$ cat src/rtl/sound_noise_sync_pkg.sv
// Shared definitions for the noise channel.
// Contents:
//   TimerW, ShiftStop  - timer width and the first shift exponent that stops the LFSR
//   lfsr_width_e       - wide / narrow LFSR mode
//   noise_cfg_t        - frequency and width settings latched at start
//   noise_divisor()    - base divisor table (r -> clocks)
//   noise_period()     - divisor << s, or 0 when s disables stepping
package sound_noise_sync_pkg;

  localparam int unsigned TimerW    = 20;
  localparam int unsigned ShiftStop = 14;

  typedef enum logic [0:0] {
    WidthWide   = 1'b0,
    WidthNarrow = 1'b1
  } lfsr_width_e;

  typedef struct packed {
    logic [2:0]  ratio;
    logic [3:0]  shift;
    lfsr_width_e width;
  } noise_cfg_t;

  // r == 0 is the special half-step divisor of 8 clocks, otherwise 16*r.
  function automatic logic [TimerW-1:0] noise_divisor(input logic [2:0] r);
    logic [TimerW-1:0] div;
    if (r == 3'd0) begin
      div = TimerW'(8);
    end else begin
      div = TimerW'({r, 4'b0000});
    end
    return div;
  endfunction

  // A zero period parks the timer, so the LFSR holds for large shifts.
  function automatic logic [TimerW-1:0] noise_period(input logic [2:0] r, input logic [3:0] s);
    logic [TimerW-1:0] per;
    if (s >= 4'(ShiftStop)) begin
      per = '0;
    end else begin
      per = noise_divisor(r) << s;
    end
    return per;
  endfunction

endpackage

$ cat src/rtl/sound_vol_env_sync.sv
// Synchronous volume envelope shared by the square and noise channels.
// Ports:
//   clk_i, rst_ni   - clock and asynchronous active-low reset
//   start_i         - trigger strobe; latches the envelope fields and loads the volume
//   env_tick_i      - envelope rate strobe (64 Hz, one clock wide)
//   init_vol_i      - start volume
//   increasing_i    - 1 = count up, 0 = count down
//   sweeps_i        - envelope period in env ticks, 0 = frozen
//   volume_o        - current volume (registered)
module sound_vol_env_sync #(
  parameter int unsigned VolW = 4
) (
  input  logic            clk_i,
  input  logic            rst_ni,
  input  logic            start_i,
  input  logic            env_tick_i,
  input  logic [VolW-1:0] init_vol_i,
  input  logic            increasing_i,
  input  logic [2:0]      sweeps_i,
  output logic [VolW-1:0] volume_o
);

  localparam logic [VolW-1:0] VolMax = '1;

  logic [VolW-1:0] volume_q, volume_d;
  logic [2:0]      env_ctr_q, env_ctr_d;
  logic [2:0]      sweeps_q, sweeps_d;
  logic            inc_q, inc_d;
  logic            sat_q, sat_d;

  always_comb begin
    volume_d  = volume_q;
    env_ctr_d = env_ctr_q;
    sweeps_d  = sweeps_q;
    inc_d     = inc_q;
    sat_d     = sat_q;
    if (start_i) begin
      volume_d  = init_vol_i;
      env_ctr_d = sweeps_i;
      sweeps_d  = sweeps_i;
      inc_d     = increasing_i;
      sat_d     = 1'b0;
    end else if (env_tick_i && (sweeps_q != 3'd0) && !sat_q) begin
      if (env_ctr_q <= 3'd1) begin
        // Counter reaches zero: reload and move the volume one step.
        env_ctr_d = sweeps_q;
        if (inc_q) begin
          if (volume_q == VolMax) begin
            sat_d = 1'b1;
          end else begin
            volume_d = volume_q + VolW'(1);
            sat_d    = (volume_d == VolMax);
          end
        end else begin
          if (volume_q == '0) begin
            sat_d = 1'b1;
          end else begin
            volume_d = volume_q - VolW'(1);
            sat_d    = (volume_d == '0);
          end
        end
      end else begin
        env_ctr_d = env_ctr_q - 3'd1;
      end
    end
  end

  always_ff @(posedge clk_i or negedge rst_ni) begin
    if (!rst_ni) begin
      volume_q  <= '0;
      env_ctr_q <= '0;
      sweeps_q  <= '0;
      inc_q     <= 1'b0;
      sat_q     <= 1'b0;
    end else begin
      volume_q  <= volume_d;
      env_ctr_q <= env_ctr_d;
      sweeps_q  <= sweeps_d;
      inc_q     <= inc_d;
      sat_q     <= sat_d;
    end
  end

  assign volume_o = volume_q;

endmodule

$ cat src/rtl/sound_noise_sync.sv
// APU noise channel (ch4): LFSR noise generator, volume envelope and length counter,
// all in the system clock domain with sequencer rates delivered as one-clock strobes.
// Ports:
//   clk, rst                 - system clock, asynchronous active-low reset
//   length_tick, env_tick    - 256 Hz / 64 Hz sequencer strobes
//   start                    - trigger strobe
//   single                   - stop the channel when the length counter expires
//   length                   - length load; counter runs 2**LEN_W - length ticks
//   initial_volume, envelope_increasing, num_envelope_sweeps - envelope setup
//   shift_clock_freq, counter_width, freq_dividing_ratio     - LFSR clocking / width
//   level                    - registered output level
//   enable                   - registered channel-active flag
// Build option: define SOUND_NOISE_DAC_EN to model the DAC power-off (a start with
// initial_volume == 0 and a decreasing envelope leaves the channel disabled).
module sound_noise_sync
  import sound_noise_sync_pkg::*;
#(
  parameter int unsigned LFSR_W   = 15,
  parameter int unsigned NARROW_W = 7,
  parameter int unsigned LEN_W    = 6,
  parameter int unsigned VOL_W    = 4
) (
  input  logic             clk,
  input  logic             rst,
  input  logic             length_tick,
  input  logic             env_tick,
  input  logic             start,
  input  logic             single,
  input  logic [LEN_W-1:0] length,
  input  logic [VOL_W-1:0] initial_volume,
  input  logic             envelope_increasing,
  input  logic [2:0]       num_envelope_sweeps,
  input  logic [3:0]       shift_clock_freq,
  input  logic             counter_width,
  input  logic [2:0]       freq_dividing_ratio,
  output logic [VOL_W-1:0] level,
  output logic             enable
);

  localparam logic [LEN_W:0] LenFull = {1'b1, {LEN_W{1'b0}}};

  noise_cfg_t        cfg_q, cfg_d;
  logic [LFSR_W-1:0] lfsr_q, lfsr_d, lfsr_step;
  logic [TimerW-1:0] timer_q, timer_d;
  logic [LEN_W:0]    len_ctr_q, len_ctr_d;
  logic              enable_q, enable_d;
  logic [VOL_W-1:0]  level_q, level_d;
  logic [VOL_W-1:0]  volume;
  logic              fb;
  logic              dac_on;

`ifdef SOUND_NOISE_DAC_EN
  assign dac_on = (initial_volume != '0) || envelope_increasing;
`else
  assign dac_on = 1'b1;
`endif

  // Envelope fields are latched inside the envelope on the same start edge.
  sound_vol_env_sync #(
    .VolW (VOL_W)
  ) u_env (
    .clk_i        (clk),
    .rst_ni       (rst),
    .start_i      (start),
    .env_tick_i   (env_tick),
    .init_vol_i   (initial_volume),
    .increasing_i (envelope_increasing),
    .sweeps_i     (num_envelope_sweeps),
    .volume_o     (volume)
  );

  // Narrow mode mirrors the feedback into bit NARROW_W-1; the upper bits keep shifting.
  always_comb begin
    fb        = lfsr_q[0] ^ lfsr_q[1];
    lfsr_step = {fb, lfsr_q[LFSR_W-1:1]};
    if (cfg_q.width == WidthNarrow) begin
      lfsr_step[NARROW_W-1] = fb;
    end
  end

  always_comb begin
    cfg_d     = cfg_q;
    lfsr_d    = lfsr_q;
    timer_d   = timer_q;
    len_ctr_d = len_ctr_q;
    enable_d  = enable_q;
    if (start) begin
      // Start overrides any tick or timer expiry in the same clock.
      cfg_d.ratio = freq_dividing_ratio;
      cfg_d.shift = shift_clock_freq;
      cfg_d.width = lfsr_width_e'(counter_width);
      lfsr_d      = '1;
      timer_d     = noise_period(freq_dividing_ratio, shift_clock_freq);
      len_ctr_d   = LenFull - {1'b0, length};
      enable_d    = dac_on;
    end else begin
      // A zero timer is parked: nothing pending after reset or for large shifts.
      if (timer_q != '0) begin
        if (timer_q == TimerW'(1)) begin
          timer_d = noise_period(cfg_q.ratio, cfg_q.shift);
          lfsr_d  = lfsr_step;
        end else begin
          timer_d = timer_q - TimerW'(1);
        end
      end
      if (length_tick && single && (len_ctr_q != '0)) begin
        len_ctr_d = len_ctr_q - (LEN_W + 1)'(1);
        if (len_ctr_q == (LEN_W + 1)'(1)) begin
          enable_d = 1'b0;
        end
      end
    end
    level_d = (enable_q && !lfsr_q[0]) ? volume : '0;
  end

  always_ff @(posedge clk or negedge rst) begin
    if (!rst) begin
      cfg_q     <= '0;
      lfsr_q    <= '1;
      timer_q   <= '0;
      len_ctr_q <= '0;
      enable_q  <= 1'b0;
      level_q   <= '0;
    end else begin
      cfg_q     <= cfg_d;
      lfsr_q    <= lfsr_d;
      timer_q   <= timer_d;
      len_ctr_q <= len_ctr_d;
      enable_q  <= enable_d;
      level_q   <= level_d;
    end
  end

  assign level  = level_q;
  assign enable = enable_q;

endmodule

$ cat config.mk
export PLATFORM = sky130hd
export DESIGN_NAME = sound_noise_sync
export DESIGN_NICKNAME = d
export VERILOG_FILES = /design/src/rtl/sound_noise_sync_pkg.sv /design/src/rtl/sound_vol_env_sync.sv /design/src/rtl/sound_noise_sync.sv
export SDC_FILE = /design/constraint.sdc
export NUM_CORES = 1
export LEC_CHECK = 0
export ABC_AREA = 1
export CORE_AREA = 2 2 91 93
export CTS_CLUSTER_SIZE = 14
export DETAILED_ROUTE_END_ITERATION = 8
export DIE_AREA = 0 0 93 95
export PLACE_DENSITY = 0.8
export SKIP_LAST_GASP = 1
export SYNTH_ARGS = -nofsm -noshare
export SYNTH_HDL_FRONTEND = slang
export SYNTH_SLANG_ARGS = --single-unit
export TNS_END_PERCENT = 20
$ cat constraint.sdc
create_clock -name clk -period 2.1 [get_ports clk]
set_input_delay 0.315 -clock clk [delete_from_list [all_inputs] [get_ports clk]]
set_output_delay 0.315 -clock clk [all_outputs]
set_load 0.02 [all_outputs]
==> flow_summary.yaml <==
critical_path:
  slowest_stage: "dfrtp_1"
  cp.arrival_ps: 2230
  endpoint_kind: "register"
  crit_type: "reg2reg"
  path_cells: "inv_1, ha_1, inv_1, nor2_1, nand2_1, nor2_2, nand3_1, nand2_1, nor2_1, nand2_1, nor2_1, nor2_1"
  timing.rr.end: "timer_q[11]"
  worstPathMaxFanout: 5
  r2r-start: "timer_q[1]"
  critPathMaxStageDelay_ps: 380
  start_kind: "register"
  r2r_setup_slack_ps: 140
  reg2reg_depth: 12
  cp.required_ps: 2370
  crit_top_cell: "nor2_1"
yosys:
  async_flop_share_pct: 100
  syn_avg_cell_area_um2: 6.80
  syn_area_um2: 4500
  yosysWarningCount: 0
  synth.distinct_cells: 38
  ys.flop_type: "dfrtp_1"
  synth_seq_cells: 67
  mappedNetlistNets: 702
  synth-edff-count: 0
  syn_inst: 662
  ys_seq_area_share_pct: 37.6
clock_network:
  cts_max_path_buffers: 2
  clkTransAtPathRegs_ps: 70
  numClockSinks: 67
  clkLatencyLatePin_ps: 350
  clockRootBuffer: "clkbuf_8"
  cts_tree: "built"
  cts_buffers: 9
  cts_setup_buffers: 0
  htree_levels: 3
global_routing:
  grt_overflow: 0
  grt_util_all_layers_pct: 27.4
  grt_max_degree: 68
  grt_pass1_vias: 4163
  grt_first_pass_wirelength_um: 19100
  antenna_found_initial: 0
run_status:
  run_status: "finished clean"
final_layout:
  num-nets-final: 735
  layout-drive-gt1-share_pct: 10.4
  n_antenna_cell: 0
  area_growth_pct: 14.7
  postLayoutCoreUtil_pct: 65.2
detailed_routing:
  wirelength_um: 11300
  drcViolationCount: 0
  via_per_inst: 5.49
  drtIter0Drc: 268
  antenna_left: 0
  wl_per_cell_um: 14.0
  dr_total_vias: 4422
  drt_pre_antenna_iters: 5
sta:
  finalCriticalPeriod_ps: 1960
  fin_worst_skew_ps: 12.1
  hold_violations: 0
  setup_viol: 0
  worst_pin_slew_ps: 408
  rsz0062_at_grt: "no"
  setup_tns_ps: 0
  finalCritPeriodShare_pct: 93.3
  maxSlewHeadroom_pct: 72.8
  timing.hold.ws_ps: 404
  drv_slew: 0
  max_freq_ghz: 0.510
floorplan:
  initial_core_util_pct: 56.8
  die_area_um2: 8840
  row_count: 33
  chipHeight_um: 95
  coreArea_um2: 7930
  dieWidth_um: 93
  num_io_pins: 33
placed_design:
  port-buffer-count: 32
  place.gp.congestion: 0.989
  dp_hpwl_um: 8440
hold_path:
  holdPathEnd: "u_env.sat_q"
  holdPathStages: 3
  min_from: "start"
  hold_path.class: "in2reg"
power_and_ir_drop:
  peakVddDrop_v: 0.000441
  p_leak_nw: 2.55
  power_density_nw_per_um2: 906
flow_run:
  cap_violations: 0
==> cells in the mapped netlist (4+ instances only) <==
| master | instances | area [um2] |
|---|---|---|
| o21ai_1 | 18 | 90.1 |
| nand3b_1 | 4 | 30.0 |
| clkbuf_1 | 9 | 33.8 |
| buf_2 | 7 | 35.0 |
| nand3_1 | 58 | 290 |
| nor3_1 | 6 | 30.0 |
| xor2_1 | 8 | 70.1 |
| dfrtp_1 | 52 | 1300 |
| inv_2 | 8 | 30.0 |
| nor2_1 | 88 | 330 |
| a31oi_1 | 6 | 37.5 |
| ha_1 | 12 | 150 |
| a21oi_1 | 23 | 115 |
| nand4_1 | 10 | 62.6 |
| nor2_2 | 11 | 68.8 |
| dfstp_2 | 15 | 394 |
| o211ai_1 | 7 | 52.6 |
| nand2_1 | 190 | 713 |
| o21ai_0 | 40 | 200 |
| xnor2_1 | 4 | 35.0 |
| inv_1 | 61 | 229 |
==> cells in the final DEF (no fill, tap or decap), types with 2 or more instances in the layout <==
cell type / Yosys / layout
a21oi_1: 23 / 23
a31oi_1: 6 / 6
buf_2: 7 / 2
buf_4: 2 / 9
clkbuf_8: 0 / 12
clkdlybuf4s50_1: 0 / 30
clkinv_2: 0 / 2
dfrtp_1: 52 / 52
dfstp_2: 15 / 15
ha_1: 12 / 12
inv_1: 61 / 61
inv_2: 8 / 8
nand2_1: 190 / 189
nand2_2: 2 / 3
nand3_1: 58 / 58
nand3b_1: 4 / 4
nand4_1: 10 / 10
nor2_1: 88 / 87
nor2_2: 11 / 12
nor2_4: 2 / 2
nor3_1: 6 / 6
o211ai_1: 7 / 7
o21a_1: 2 / 2
o21ai_0: 40 / 40
o21ai_1: 18 / 18
o21bai_1: 2 / 2
o22ai_1: 2 / 2
o31ai_1: 2 / 2
xnor2_1: 4 / 4
xor2_1: 8 / 8
==> through the flow <==
stage	worst slack [ps]	power, mW	instances	cell area [um2]
global route	23.2	5.03	805	5160
CTS	36.3	4.65	805	5150
detailed placement	59.0	3.49	788	4930
floorplan	525	3.02	662	4500
finish	140	4.68	805	5160
global placement	136	3.45	788	4930
==> routing by layer <==
metal	up-vias	GRT usage, %	part of all wire (%)
li1	2194	-	-
met3	24	3.99	4.3
met4	0	10.4	2.5
met2	120	47.2	49
met5	-	0	0
met1	2084	34.9	44
==> cells by family after synthesis <==
| logic type | after synthesis | synth area share, % |
|---|---|---|
| buffers and inverters | 91 | 8.11 |
| adder cells (fa/ha/maj) | 12 | 3.33 |
| multiplexers | 1 | 0.222 |
| AO/OA/AOI/OAI | 103 | 12.5 |
| XOR/XNOR | 12 | 2.33 |
| flip-flops | 67 | 37.6 |
| AND/OR/NAND/NOR | 376 | 35.9 |
==> worst max-delay path, delay by kind of cell, from the launching register on <==
kind	cells	cell delay, ps
AND/OR/NAND/NOR	9	1120
flip-flops	1	380
adder cells (fa/ha/maj)	1	200
buffers and inverters	2	190
==> where the power goes <==
group / internal (mW) / switching, mW / leakage, nW
combinational: 0.611 / 1.13 / 1.64
sequential: 1.56 / 0.225 / 0.805
clock: 0.642 / 0.515 / 0.108
==> flip-flops by register name, indices dropped and copies added (netlist names) <==
name,count
u_env.volume_o,4
lfsr_q,15
u_env.sweeps_q,3
u_env.inc_q,1
u_env.sat_q,1
u_env.env_ctr_q,3
len_ctr_q,7
timer_q,20
enable,1
level,4
cfg_q,8
==> area by class of cell <==
cell class,count,area [um2]
multi-input cells,504,2450
repair buffers,43,408
inverters,70,263
well taps,105,131
clock inverters,4,47.5
fillers,705,2760
flip-flops and latches,67,1700
clock buffers,12,165
==> timing repair <==
| item | in CTS | in global routing |
|---|---|---|
| resized for setup | 0 | 3 |
| endpoints found under the hold margin | 8 | 0 |
| endpoints found under the setup margin | 0 | 22 |
| hold buffers | 1 | 0 |
==> how the worst max path moves through the flow <==
stage,end,slack (ps),startpoint
after floorplan,timer_q[11],530,timer_q[0]
after global placement,timer_q[11],140,shift_clock_freq[3]
after detailed placement,lfsr_q[0],60,timer_q[1]
after CTS,lfsr_q[0],40,timer_q[1]
after global routing,timer_q[12],20,timer_q[1]
final,timer_q[11],140,timer_q[1]
(Power assumes the default switching activity.)
